File: config.mk
export PLATFORM = sky130hd
export DESIGN_NAME = output_drain_unit_flat
export DESIGN_NICKNAME = d
export VERILOG_FILES = /design/src/rtl/systolic_pkg.sv /design/src/rtl/output_drain_unit_if.sv /design/src/rtl/output_deskew.sv /design/src/rtl/output_drain_unit.sv /design/src/flat_wrapper.sv
export SDC_FILE = /design/constraint.sdc
export NUM_CORES = 1
export LEC_CHECK = 0
export ABC_CLOCK_PERIOD_IN_PS = 7100
export CORE_UTILIZATION = 30
export CTS_BUF_LIST = sky130_fd_sc_hd__clkbuf_16
export CTS_CLUSTER_SIZE = 12
export DETAILED_ROUTE_END_ITERATION = 7
export PLACE_DENSITY = 0.51
export SKIP_LAST_GASP = 1
export SYNTH_ARGS = -nofsm -noshare
export SYNTH_HDL_FRONTEND = slang
export SYNTH_HIERARCHICAL = 1
export SYNTH_SLANG_ARGS = --single-unit
File: constraint.sdc
create_clock -name clk -period 7.1 [get_ports clk]
set_clock_uncertainty 0.15 [all_clocks]
set_input_delay 2.13 -clock clk [delete_from_list [all_inputs] [get_ports clk]]
set_output_delay 2.13 -clock clk [all_outputs]
set_load 0.005 [all_outputs]
File: src/rtl/systolic_pkg.sv
// Shared types and constants for the systolic array load and drain controllers.
package systolic_pkg;

   localparam int INPUT_W_DEF    = 8;
   localparam int DATA_W_DEF     = 32;
   localparam int ARRAY_SIZE_DEF = 4;
   localparam int ADDR_W         = 10;

   typedef enum logic [1:0] {
      IDLE,
      CAPTURE,
      STORE,
      DONE
   } state_t;

   // Load/skew controller states live here too, so their names carry a prefix.
   typedef enum logic [1:0] {
      LD_IDLE,
      LD_FETCH,
      LD_SKEW,
      LD_DONE
   } load_state_t;

endpackage

File: src/rtl/output_drain_unit_if.sv
// Memory write port of the output drain unit.
interface output_drain_unit_if #(
   parameter int DATA_W = 32
);
   logic [31:0]       mem_addr;
   logic [DATA_W-1:0] mem_wr_data;
   logic              mem_wr_en;
   logic              mem_wr_ack;

   modport master (
      output mem_addr,
      output mem_wr_data,
      output mem_wr_en,
      input  mem_wr_ack
   );

   modport slave (
      input  mem_addr,
      input  mem_wr_data,
      input  mem_wr_en,
      output mem_wr_ack
   );
endinterface

File: src/rtl/output_deskew.sv
// Output buffer: captures the skewed bottom-row results into OBUF[row][col].
module output_deskew
   import systolic_pkg::*;
#(
   parameter  int ARRAY_SIZE = ARRAY_SIZE_DEF,
   parameter  int DATA_W     = DATA_W_DEF,
   localparam int CW         = $clog2(2 * ARRAY_SIZE),
   localparam int SW         = $clog2(ARRAY_SIZE * ARRAY_SIZE)
) (
   input  logic                                clk,
   input  logic                                nRST,
   input  logic                                cap_clr,
   input  logic                                cap_en,
   output logic                                cap_last,
   input  logic [ARRAY_SIZE-1:0][DATA_W-1:0]   psum_in,
   input  logic [SW-1:0]                       rd_index,
   output logic [DATA_W-1:0]                   rd_data
);
   localparam int RW = $clog2(ARRAY_SIZE);

   logic [CW-1:0]     cap_count;
   logic [DATA_W-1:0] obuf [ARRAY_SIZE][ARRAY_SIZE];
   logic [RW-1:0]     rd_row;
   logic [RW-1:0]     rd_col;

   assign cap_last = (cap_count == CW'(2 * ARRAY_SIZE - 2));

   always_ff @(posedge clk) begin
      if (!nRST) begin
         cap_count <= '0;
      end else if (cap_clr) begin
         cap_count <= '0;
      end else if (cap_en && !cap_last) begin
         cap_count <= cap_count + 1'b1;
      end
   end

   // Column c carries row (cap_count - c) this cycle; lanes outside the diagonal are ignored.
   always_ff @(posedge clk) begin
      if (!nRST) begin
         for (int r = 0; r < ARRAY_SIZE; r++)
            for (int c = 0; c < ARRAY_SIZE; c++)
               obuf[r][c] <= '0;
      end else begin
         for (int r = 0; r < ARRAY_SIZE; r++)
            for (int c = 0; c < ARRAY_SIZE; c++)
               if (cap_en && int'(cap_count) == r + c)
                  obuf[r][c] <= psum_in[c];
      end
   end

   assign rd_row  = RW'(rd_index / SW'(ARRAY_SIZE));
   assign rd_col  = RW'(rd_index % SW'(ARRAY_SIZE));
   assign rd_data = obuf[rd_row][rd_col];

endmodule

File: src/rtl/output_drain_unit.sv
// Drains the systolic array results into memory, one word per acknowledged write.
// Define OUTPUT_RELU_EN to clamp negative results to zero on the write path.
module output_drain_unit
   import systolic_pkg::*;
#(
   parameter int INPUT_W    = INPUT_W_DEF,
   parameter int DATA_W     = DATA_W_DEF,
   parameter int ARRAY_SIZE = ARRAY_SIZE_DEF
) (
   input  logic                              clk,
   input  logic                              nRST,
   input  logic                              start,
   input  logic [ADDR_W-1:0]                 output_base_addr,
   input  logic [ARRAY_SIZE-1:0][DATA_W-1:0] psum_in,
   output_drain_unit_if.master               mem,
   output logic                              busy,
   output logic                              done
);
   // state   | meaning
   // IDLE    | waiting for start
   // CAPTURE | de-skewing 2*ARRAY_SIZE-1 cycles of psum_in into OBUF
   // STORE   | writing OBUF row-major, advancing on mem_wr_ack
   // DONE    | one-cycle done pulse

   localparam int SW = $clog2(ARRAY_SIZE * ARRAY_SIZE);
   localparam logic [SW-1:0] ST_LAST = SW'(ARRAY_SIZE * ARRAY_SIZE - 1);

   // A result must be able to hold the product of two operands.
   if (DATA_W < 2 * INPUT_W) begin : g_width_check
      $error("DATA_W too narrow for INPUT_W operands");
   end

   state_t            state, state_nxt;
   logic [SW-1:0]     st_count;
   logic [ADDR_W-1:0] base_addr;
   logic [ADDR_W-1:0] wr_addr;
   logic [DATA_W-1:0] rd_data;
   logic [DATA_W-1:0] wr_data;
   logic              cap_clr, cap_en, cap_last, wr_en;

   output_deskew #(
      .ARRAY_SIZE (ARRAY_SIZE),
      .DATA_W     (DATA_W)
   ) u_deskew (
      .clk      (clk),
      .nRST     (nRST),
      .cap_clr  (cap_clr),
      .cap_en   (cap_en),
      .cap_last (cap_last),
      .psum_in  (psum_in),
      .rd_index (st_count),
      .rd_data  (rd_data)
   );

   always_ff @(posedge clk) begin
      if (!nRST) begin
         state     <= IDLE;
         st_count  <= '0;
         base_addr <= '0;
      end else begin
         state <= state_nxt;
         if (state == IDLE && start) begin
            base_addr <= output_base_addr;
            st_count  <= '0;
         end else if (state == STORE && mem.mem_wr_ack) begin
            st_count <= st_count + 1'b1;
         end
      end
   end

   always_comb begin
      state_nxt = state;
      cap_clr   = 1'b0;
      cap_en    = 1'b0;
      wr_en     = 1'b0;
      busy      = 1'b1;
      done      = 1'b0;
      case (state)
         IDLE: begin
            busy = 1'b0;
            if (start) begin
               cap_clr   = 1'b1;
               state_nxt = CAPTURE;
            end
         end
         CAPTURE: begin
            cap_en = 1'b1;
            if (cap_last) state_nxt = STORE;
         end
         STORE: begin
            wr_en = 1'b1;
            if (mem.mem_wr_ack && st_count == ST_LAST) state_nxt = DONE;
         end
         DONE: begin
            done      = 1'b1;
            state_nxt = IDLE;
         end
         default: state_nxt = IDLE;
      endcase
   end

`ifdef OUTPUT_RELU_EN
   assign wr_data = rd_data[DATA_W-1] ? '0 : rd_data;
`else
   assign wr_data = rd_data;
`endif

   assign wr_addr         = base_addr + ADDR_W'(st_count);
   assign mem.mem_wr_en   = wr_en;
   assign mem.mem_addr    = wr_en ? 32'(wr_addr) : '0;
   assign mem.mem_wr_data = wr_en ? wr_data : '0;

endmodule

File: src/flat_wrapper.sv
// flat-port wrapper written by rule: the top's interface ports become plain ports
module output_drain_unit_flat import systolic_pkg::*;
#(
   parameter int INPUT_W    = INPUT_W_DEF,
   parameter int DATA_W     = DATA_W_DEF,
   parameter int ARRAY_SIZE = ARRAY_SIZE_DEF
)
  (clk, nRST, start, output_base_addr, psum_in, busy, done, mem_mem_addr, mem_mem_wr_data, mem_mem_wr_en, mem_mem_wr_ack);
  output_drain_unit_if #(.DATA_W(DATA_W)) mem_i ();
  input  logic clk;
  input  logic nRST;
  input  logic start;
  input  logic [ADDR_W-1:0] output_base_addr;
  input  logic [ARRAY_SIZE-1:0][DATA_W-1:0] psum_in;
  output logic busy;
  output logic done;
  output wire logic [$bits(mem_i.mem_addr)-1:0] mem_mem_addr;
  output wire logic [$bits(mem_i.mem_wr_data)-1:0] mem_mem_wr_data;
  output wire logic [$bits(mem_i.mem_wr_en)-1:0] mem_mem_wr_en;
  input wire logic [$bits(mem_i.mem_wr_ack)-1:0] mem_mem_wr_ack;
  assign mem_mem_addr = mem_i.mem_addr;
  assign mem_mem_wr_data = mem_i.mem_wr_data;
  assign mem_mem_wr_en = mem_i.mem_wr_en;
  assign mem_i.mem_wr_ack = mem_mem_wr_ack;
  output_drain_unit #(.INPUT_W(INPUT_W), .DATA_W(DATA_W), .ARRAY_SIZE(ARRAY_SIZE)) u_core (.clk(clk), .nRST(nRST), .start(start), .output_base_addr(output_base_addr), .psum_in(psum_in), .mem(mem_i), .busy(busy), .done(done));
endmodule
==> run_results.csv <==
group,metric,value,unit
routing,wl_per_cell,24.6,microns
critical_path,critPathMaxFanout,28,
critical_path,worst_path_largest_cell_delay,0.73,ns
job,max_cap_violations,0,
critical_path,slowest_stage,"dfxtp_4",
routing,postRouteAntennaNets,0,
critical_path,cp_top_family,"buffers and inverters",
critical_path,path_cells,"buf_12 -> buf_4 -> mux4_2 -> a22oi_1 -> nand2_1 -> and2_1 -> clkdlybuf4s50_1",
critical_path,r2r_cells,6,
finish,layout.nets,1791,
finish,final_cell_mix,"edfxtp_1 (512), and2_1 (290), clkdlybuf4s50_1 (186)",
logic_synthesis,synth.top_cell.area_share,65.1,%
worst_hold_path,hp-start,"u_core/base_addr[9]",
logic_synthesis,yosys.area.top_type,"edfxtp_1",
global_route,grt_max_degree,113,
sta,slew_headroom,28.9,%
cts,clk_path_buf_depth,3,
logic_synthesis,yosys_warnings,6,
critical_path,crit_path_start_kind,"register",
cts,cts_sinks,531,
critical_path,required,4.82,ns
sta,fin_crit,5.94,ns
routing,vias_per_cell,4.88,
critical_path,worstSetupPathType,"reg -> out",
critical_path,critPathArrivalTime,3.66,ns
cts,cts_root_buf,"clkbuf_16",
logic_synthesis,synthesis.area,23600,sq um
routing,vias,13300,
sta,hold_violations,0,
routing,routed_wl,66900,microns
logic_synthesis,seq_area_frac_synth,66.7,%
global_route,grt_pass1_vias,14100,
cts,postCtsSetupRepairBufs,0,
cts,cts_hold_buf,0,
finish,final_common_cell,"edfxtp_1",
logic_synthesis,synth_compound_area_share,3.10,%
logic_synthesis,synth.area.mux_share,12.3,%
critical_path,crit_buf_inv,3,
cts,path_clk_slew,0.06,ns
sta,slew_viol_final,0,
sta,fin_ws,1.16,ns
worst_hold_path,hold_class,"reg -> reg",
finish,post-route-util,36.5,%
routing,drc,0,
die,rows,102,
placed_design,dpl.hpwl,39800,microns
finish,layout-drive-gt1-share,15.1,%
cts,cts_inserted_buffers,57,
sta,setup_viol_count_final,0,
die,die-area,79800,sq um
logic_synthesis,synth-seq-cells,531,
power,cellPowerDensity,260,nW/um^2
die,die_h,283,microns
sta,min_period_over_period,83.7,%
global_route,grt_usage,16.8,%
critical_path,critPathCaptureType,"output pin",
critical_path,r2r_end,"u_core/u_deskew/obuf[2][27]",
logic_synthesis,synthAdderAreaFrac,0.880,%
sta,grt_setup_unrepaired,"false",
placed_design,port_buffers,186,
run_status,status,"finished clean",
logic_synthesis,yosys.area_share.simple,13.8,%
logic_synthesis,syn_avg_cell_area,16.1,sq um
logic_synthesis,netlist_instances,1463,
global_route,antenna_found_initial,11,
cts,htreeDepth,2,
routing,firstDrtPassIters,5,
worst_hold_path,worstHoldPathCells,2,
global_route,grt-ovfl-total,0,
logic_synthesis,synth_top_family_by_area,"simple AND/OR/NAND/NOR gates",
logic_synthesis,synthTopCellsByArea,"edfxtp_1 (65%), mux4_2 (12%), and2_1 (7.7%), nor3b_1 (4.1%), a22oi_1 (2.0%)",
logic_synthesis,synthXorXnorAreaFrac,0.260,%
sta,finalSetupTns,0,ns
power,leakage,9.55,nW
global_route,grt_pass1_wl,96700,microns
cts,clock_latency,0.61,ns
die,initial_core_util,30.4,%
die,ioPinCount,209,
worst_hold_path,worstHoldEndpoint,"u_core/base_addr[9]",
finish,n_fill_cell,7350,
cts,ctsResizeCount,0,
critical_path,reg2reg_slack,3.89,ns
die,die-width,283,microns
critical_path,r2r_start,"u_core/state[1]",
logic_synthesis,ys_types,37,
critical_path,crit_path_start,"u_core/st_count[2]",
sta,tightest_slew,1.06,ns
die,core_area,77700,sq um
cts,cts_tree,"built",
placed_design,post-place-ws,1.49,ns
power,peakVddDrop,180,uV
placed_design,gp_congestion,0.778,
routing,first_iter_violations,854,
sta,max_freq,168,MHz
finish,syn_to_final_growth,20.0,%
[cell usage after synthesis]
library cell	instances
conb_1	1
clkbuf_1	61
nand2b_1	4
a21oi_1	8
nor2_1	17
and3_1	1
nor3b_1	129
a21o_1	2
a21boi_0	11
xnor2_1	4
o21bai_1	1
nor2b_1	4
a222oi_1	1
mux2i_1	1
ha_1	15
nand3_1	10
or3_1	3
mux4_2	128
inv_1	16
buf_4	33
buf_1	9
o21ai_1	1
xor2_1	3
o21ai_0	6
a211oi_1	3
nand4_1	2
o21ba_1	1
and2_1	291
edfxtp_1	512
nand2_1	72
a211oi_2	1
dfxtp_1	19
fa_1	1
o211ai_1	1
o21ai_2	1
buf_2	26
a22oi_1	64
[logic make-up (layout without fill, tap and decap cells)]
group           after synthesis  after routing
other cells                   1             23
simple gates                533            533
fa+ha+maj                    16             16
buf+inv                     145            338
xor+xnor                      7              7
mux                         129            129
flops                       531            531
compound gates              101            101
[power breakdown]
group	leakage, nW	internal, mW	total (mW)	switching, mW
registers	5.45	3.63	3.69	0.0566
logic	3.22	0.337	0.927	0.590
clock network	0.884	1.52	2.74	1.22
total	9.55	5.49	7.36	1.87
[routing by layer]
| layer | up-vias | GRT usage, % | share of wire (%) |
|---|---|---|---|
| met4 | 18 | 3.80 | 1.6 |
| met2 | 390 | 29.1 | 50 |
| met3 | 88 | 3.45 | 5.7 |
| met1 | 6891 | 21.4 | 42 |
| met5 | - | 0 | 0.19 |
| li1 | 5890 | - | - |
[state kept, by name (all words and copies together), names as in the netlist]
name and cells:
u_core/st_count 4, u_core/u_deskew/obuf 512, u_core/state 2, u_core/u_deskew/cap_count 3
u_core/base_addr 10
[cell type report]
class	count	area, sq um	share of cell area (%)
Timing Repair Buffer	219	2180	7.71
Tap cell	1040	1300	4.59
Sequential cell	531	15800	55.6
Antenna cell	1	2.50	0.00883
Clock buffer	59	1480	5.21
Clock inverter	44	220	0.777
Inverter	16	60.1	0.212
Multi-Input combinational cell	808	7340	25.9
[stage by stage]
step                power, mW  hold slack (ns)  instance area [sq um]  cells
floorplan                4.24            0.293                  23700   1484
global placement         4.68            0.305                  26600   2614
detailed placement       4.70            0.307                  26600   2614
CTS                      7.45            0.316                  28300   2717
global route             7.64            0.353                  28300   2717
finish                   7.36            0.314                  28300   2718
[worst min-delay path, stage by stage (launching register included)]
cell and delay, ns:
dfxtp_1 0.31, nand2_1 0.04, a21boi_0 0.06
[worst max-delay path by stage]
| stage | to | slack [ns] | cells after the start |
|---|---|---|---|
| floorplan | u_core/u_deskew/obuf[0][0] | 1.42 | 2 |
| global placement | u_core/u_deskew/obuf[3][49] | 1.57 | 5 |
| detailed placement | u_core/u_deskew/obuf[3][60] | 1.49 | 5 |
| CTS | mem_mem_wr_data[23] | 1.02 | 7 |
| global route | mem_mem_wr_data[23] | 0.94 | 7 |
| finish | mem_mem_wr_data[23] | 1.16 | 7 |
Power figures use the tool's default switching activity.
